## src/rtl/mem_arbiter.sv

```systemverilog
// Shared-memory arbiter for the fetch and memory pipeline stages.
// Data accesses win ties; a stuck access is aborted after MAX_WAIT cycles.
module mem_arbiter #(
    parameter int MAX_WAIT = 15
) (
    input  logic        clk,
    input  logic        reset,
    input  logic        if_req,
    input  logic [31:0] if_addr,
    input  logic        dm_req,
    input  logic        dm_we,
    input  logic [31:0] dm_addr,
    input  logic [31:0] dm_wdata,
    input  logic        mem_ready,
    input  logic [31:0] mem_rdata,
    output logic        mem_req,
    output logic        mem_we,
    output logic [31:0] mem_addr,
    output logic [31:0] mem_wdata,
    output logic [31:0] if_rdata,
    output logic [31:0] dm_rdata,
    output logic        if_done,
    output logic        dm_done,
    output logic        stall,
    output logic        err
);

    localparam int CW = (MAX_WAIT > 15) ? $clog2(MAX_WAIT + 1) : 4;

    typedef enum logic [1:0] {
        IDLE  = 2'd0,
        DATA  = 2'd1,
        FETCH = 2'd2
    } state_t;

    state_t        state;
    state_t        state_n;
    logic [CW-1:0] cnt;
    logic          dm_live;
    logic          if_live;
    logic          busy;
    logic          timeout;
    logic          finish;

    // A request still high during its own done cycle is stale and ignored.
    assign dm_live = dm_req & ~dm_done;
    assign if_live = if_req & ~if_done;

    assign busy    = (state == DATA) || (state == FETCH);
    assign timeout = busy & ~mem_ready & (cnt == CW'(MAX_WAIT - 1));
    assign finish  = busy & (mem_ready | timeout);

    // Freeze the pipeline while any requester is still waiting.
    assign stall = (if_req & ~if_done) | (dm_req & ~dm_done);

    // Next-state arbitration and memory-side drive.
    always_comb begin
        state_n   = state;
        mem_req   = 1'b0;
        mem_we    = 1'b0;
        mem_addr  = 32'h0;
        mem_wdata = 32'h0;
        unique case (state)
            IDLE: begin
                if (dm_live) begin
                    state_n = DATA;
                end else if (if_live) begin
                    state_n = FETCH;
                end
            end
            DATA: begin
                mem_req   = 1'b1;
                mem_we    = dm_we;
                mem_addr  = dm_addr;
                mem_wdata = dm_wdata;
                if (finish) begin
                    state_n = if_live ? FETCH : IDLE;
                end
            end
            FETCH: begin
                mem_req  = 1'b1;
                mem_addr = if_addr;
                if (finish) begin
                    state_n = dm_live ? DATA : IDLE;
                end
            end
            default: state_n = IDLE;
        endcase
    end

    // State register.
    always_ff @(posedge clk or posedge reset) begin
        if (reset) begin
            state <= IDLE;
        end else begin
            state <= state_n;
        end
    end

    // Wait counter: cleared on every completion (state entry), saturating.
    always_ff @(posedge clk or posedge reset) begin
        if (reset) begin
            cnt <= '0;
        end else if (!busy || finish) begin
            cnt <= '0;
        end else if (cnt != CW'(MAX_WAIT)) begin
            cnt <= cnt + 1'b1;
        end
    end

    // Completion pulses, read-data capture and sticky timeout flag.
    always_ff @(posedge clk or posedge reset) begin
        if (reset) begin
            if_done  <= 1'b0;
            dm_done  <= 1'b0;
            if_rdata <= 32'h0;
            dm_rdata <= 32'h0;
            err      <= 1'b0;
        end else begin
            if_done <= finish & (state == FETCH);
            dm_done <= finish & (state == DATA);
            if (finish && state == FETCH) begin
                if_rdata <= timeout ? 32'h0 : mem_rdata;
            end
            if (finish && state == DATA) begin
                if (timeout) begin
                    dm_rdata <= 32'h0;
                end else if (!dm_we) begin
                    dm_rdata <= mem_rdata;
                end
            end
            if (timeout) begin
                err <= 1'b1;
            end
        end
    end

endmodule
```

## config.mk

```make
export PLATFORM = sky130hd
export DESIGN_NAME = mem_arbiter
export DESIGN_NICKNAME = d
export VERILOG_FILES = /design/src/rtl/mem_arbiter.sv
export SDC_FILE = /design/constraint.sdc
export NUM_CORES = 1
export LEC_CHECK = 0
export ABC_AREA = 1
export ABC_CLOCK_PERIOD_IN_PS = 2000
export CAP_MARGIN = 20
export CORE_ASPECT_RATIO = 1.25
export CORE_UTILIZATION = 33
export CTS_BUF_LIST = sky130_fd_sc_hd__clkbuf_16
export CTS_CLUSTER_DIAMETER = 150
export DETAILED_ROUTE_END_ITERATION = 6
export GPL_TIMING_DRIVEN = 0
export PLACE_DENSITY = 0.82
export SLEW_MARGIN = 20
export SYNTH_ARGS = -nofsm -noshare
export SYNTH_HDL_FRONTEND = slang
export SYNTH_SLANG_ARGS = --single-unit
export TNS_END_PERCENT = 5
```

## constraint.sdc

```tcl
create_clock -name clk -period 2 [get_ports clk]
set_clock_uncertainty 0.15 [all_clocks]
set_input_delay 0.2 -clock clk [delete_from_list [all_inputs] [get_ports clk]]
set_output_delay 0.2 -clock clk [all_outputs]
set_load 0.005 [all_outputs]
```

==> impl_results.md, run 1 <==
- Vert. Die Dim: roughly 130 um
- Top layer in use: met4
- Wl on met1: 6194 um
- Remaining DRCs: 0
- Place WS: -0.6675 ns
- Clk_lat worst skew: between 0.3 and 0.4 ns
- Remaining antenna violation count after routing: 0
- Port bufs: 267
- Initial antenna violation count: 1
- Crit-path max FO: 6
- DRT Wirelength: 16860 um
- Syn nets: 721
- Hold WC Path Type: reg2reg
- VDD IR max: roughly 0.64 mV
- Final setup viols: 42
- CP arrival: around 1.8 ns
- First-pass GRT wire length: 25270 um
- Worst-Margin Slew: 0.4574 ns
- WP data required: 1.65 ns
- # H-tree levels: 3
- Global route overflow: 0
- Vias: 4816
- Global Route Usage Sum: a little over a quarter
- Netlist cell types: 25
- Worst setup slack after layout: -0.1802 ns
- Syn Std Cell Area: 4011 um^2
- Clock Pin Slew Worst Setup and Hold Paths: roughly 0.06 ns
- Register area share after synthesis: about 46%
- Cell Pwr Density: 1246 nW/um^2
- CTS tree: done
- Fin area: ~7600 um^2
- Worst setup EP type: primary output
- Final slew viol count: 0
- Synth Register Bits: 73
- Leakage: 3.854 nW
- Clk sinks: 73
- DR iter-0 viols: 180
- Worst slew margin: a little under 70%
- 1st-pass router iterations: 4
- Worst-case reg-to-reg path depth: 8
- RD Place Congestion: 0.8509
- Fraction of layout cells with a size suffix above 1: 20.99%
- Area growth, synth to finish: 88.37%
- Failing checks: setup timing
- Per-cell routed wire length: about 16 um
- Clk root buf: clkbuf_16
- # nets final: approximately 1000
- Largest net degree at the start of global routing: 35
- CTS Buf Count: 9
- Row cnt: 44
- Hold depth: 2
- Syn_area_per_cell: 6.904 um^2
- Critical path class: reg2out
- Vias in the first global route: ~4700
- Startpoint types: flop
- Met3 routed WL: 2288 um
- Placed inst area: 6929 um^2
- Core footprint: between 10000 and 15000 um^2
- HPWL after detailed placement: 12900 um
- Met2 WL: 7885 um
- Max-Cap Viols: 0
- Synth warn: 0
- IO Pins: 268
- Post-layout min period: about 2.2 ns
- Initial Util: roughly 34%
- RSZ-0062 raised after global routing: yes
- Status: complete, but fails checks
- Fin crit share: 109.0%
- Post-DR vias/cell: 4.595
- Maximum buffer depth of the clock tree: 2
- Final hold vios: 0
- Max Freq: 0.4587 GHz
- Synth Instances: between 500 and 600
- Die area: 12600 um^2
- Die W: approximately 100 um
==> worst paths after layout <==
path,slack [ns],end,startpoint
max,-0.18,mem_addr[24],state[0]
min,0.32,dm_rdata[1],dm_rdata[1]
max reg2reg,0.09,dm_rdata[19],state[0]
min reg2reg,0.32,dm_rdata[1],dm_rdata[1]
max in group asynchronous,0.68,dm_rdata[9],reset
min in group asynchronous,0.56,dm_rdata[26],reset
==> layer usage <==
layer | vias to the layer above | track usage (%)
met1 | 2199 | 28.45
met5 | - | 0
met3 | 33 | 15.32
met2 | 209 | 43.39
li1 | 2375 | -
met4 | 0 | 9.548
==> stage by stage <==
| step | utilization [%] | setup TNS [ns] | total power (W) | hold slack (ns) | instances |
|---|---|---|---|---|---|
| 2_1_floorplan | - | 0 | 0.004117 | 0.2385 | 581 |
| 3_3_place_gp | 58.75 | -42.09 | 0.006835 | 0.3030 | 1009 |
| 3_5_place_dp | 59.09 | -41.84 | 0.006897 | 0.3097 | 1011 |
| 4_1_cts | 64.28 | -4.557 | 0.009293 | 0.3239 | 1047 |
| 5_1_grt | 64.42 | -8.725 | 0.01003 | 0.3507 | 1047 |
| 6_report | 64.44 | -4.303 | 0.009418 | 0.3207 | 1048 |
==> logic make-up after synthesis <==
family                     share of synthesized area (%)
buffers and inverters                              10.85
xor gates and xnor gates                          0.6551
DFF                                                45.54
adders and majority gates                          1.871
and+or+nand+nor                                    32.31
AOI/OAI and AO/OA                                  8.765
==> layout make-up <==
class | count | area [um^2]
Buffer | 34 | 312.8
Clock inverter | 7 | 71.32
Clock buffer | 9 | 225.2
Tap cell | 161 | 201.4
Timing Repair Buffer | 290 | 2638
Inverter | 75 | 289.0
Fill cell | 1040 | 4170
Multi-Input combinational cell | 398 | 1989
Antenna cell | 1 | 2.502
Sequential cell | 73 | 1827
==> critical path, stage by stage, from the launching register on <==
cell        delay (ns)
dfrtp_1           0.39
inv_2             0.07
ha_4              0.27
clkinvlp_4        0.19
clkbuf_8          0.20
buf_6             0.12
a21oi_2           0.12
buf_2             0.14
==> registers in the layout (all words and copies together) (netlist names) <==
name / count
cnt: 4
dm_done: 1
dm_rdata: 32
err: 1
if_done: 1
if_rdata: 32
state: 2
==> cells in the final DEF (no fill, tap or decap), types with 16 or more instances in the layout <==
cell type        count
nand2_1            228
clkdlybuf4s50_1    201
dfrtp_1             73
inv_1               69
buf_2               45
nand3_1             39
nor2_1              35
a21oi_2             22
o21ai_1             21
clkbuf_2            18
buf_4               16
buf_6               16
==> power breakdown <==
group / internal, W / switching, W / leakage (nW)
Combinational: 0.00287 / 0.00254 / 2.76
Sequential: 0.00207 / 0.000342 / 0.940
Clock: 0.000964 / 0.000622 / 0.149
Total: 0.00591 / 0.00351 / 3.85
==> repair_timing <==
action                                  in CTS  in global routing
resized for setup                          318                 57
hold buffers                                 1                  0
endpoints found under the setup margin     128                123
pin swaps                                    3                  3
gates cloned                                 1                  0
hold endpoints to repair                     2                  0
setup buffers                               19                  0
==> cells in the mapped netlist <==
| library cell | number | area [um^2] |
|---|---|---|
| nor2_4 | 1 | 11.26 |
| nor3_1 | 1 | 5.000 |
| o21ai_0 | 11 | 55.05 |
| ha_1 | 6 | 75.07 |
| nand3_1 | 39 | 195.2 |
| a21oi_1 | 35 | 175.2 |
| nand3_2 | 1 | 10.01 |
| nand2_4 | 1 | 11.26 |
| xnor2_1 | 1 | 8.760 |
| nand2_1 | 238 | 893.4 |
| buf_4 | 1 | 7.510 |
| inv_1 | 74 | 277.8 |
| nor2_8 | 1 | 20.02 |
| dfrtp_1 | 73 | 1827 |
| clkbuf_1 | 19 | 71.32 |
| inv_2 | 1 | 3.750 |
| buf_2 | 15 | 75.07 |
| o21ai_1 | 21 | 105.1 |
| o21ai_2 | 1 | 8.760 |
| xor2_1 | 2 | 17.52 |
| or2_1 | 1 | 6.260 |
| nor2_1 | 35 | 131.4 |
| a211oi_1 | 1 | 7.510 |
| nand2_2 | 1 | 6.260 |
| nor2_2 | 1 | 6.260 |
(Power assumes the default switching activity.)
==> run 2, diff against run 1 <==
--- a/config.mk
+++ b/config.mk
@@ -7,7 +7,7 @@
 export LEC_CHECK = 0
 export ABC_AREA = 1
 export ABC_CLOCK_PERIOD_IN_PS = 2000
-export CAP_MARGIN = 20
+export CAP_MARGIN = 10
 export CORE_ASPECT_RATIO = 1.25
 export CORE_UTILIZATION = 33
 export CTS_BUF_LIST = sky130_fd_sc_hd__clkbuf_16
==> results of run 2 <==
Same layout as run 1: the final DEF is identical, and so are final timing and power.
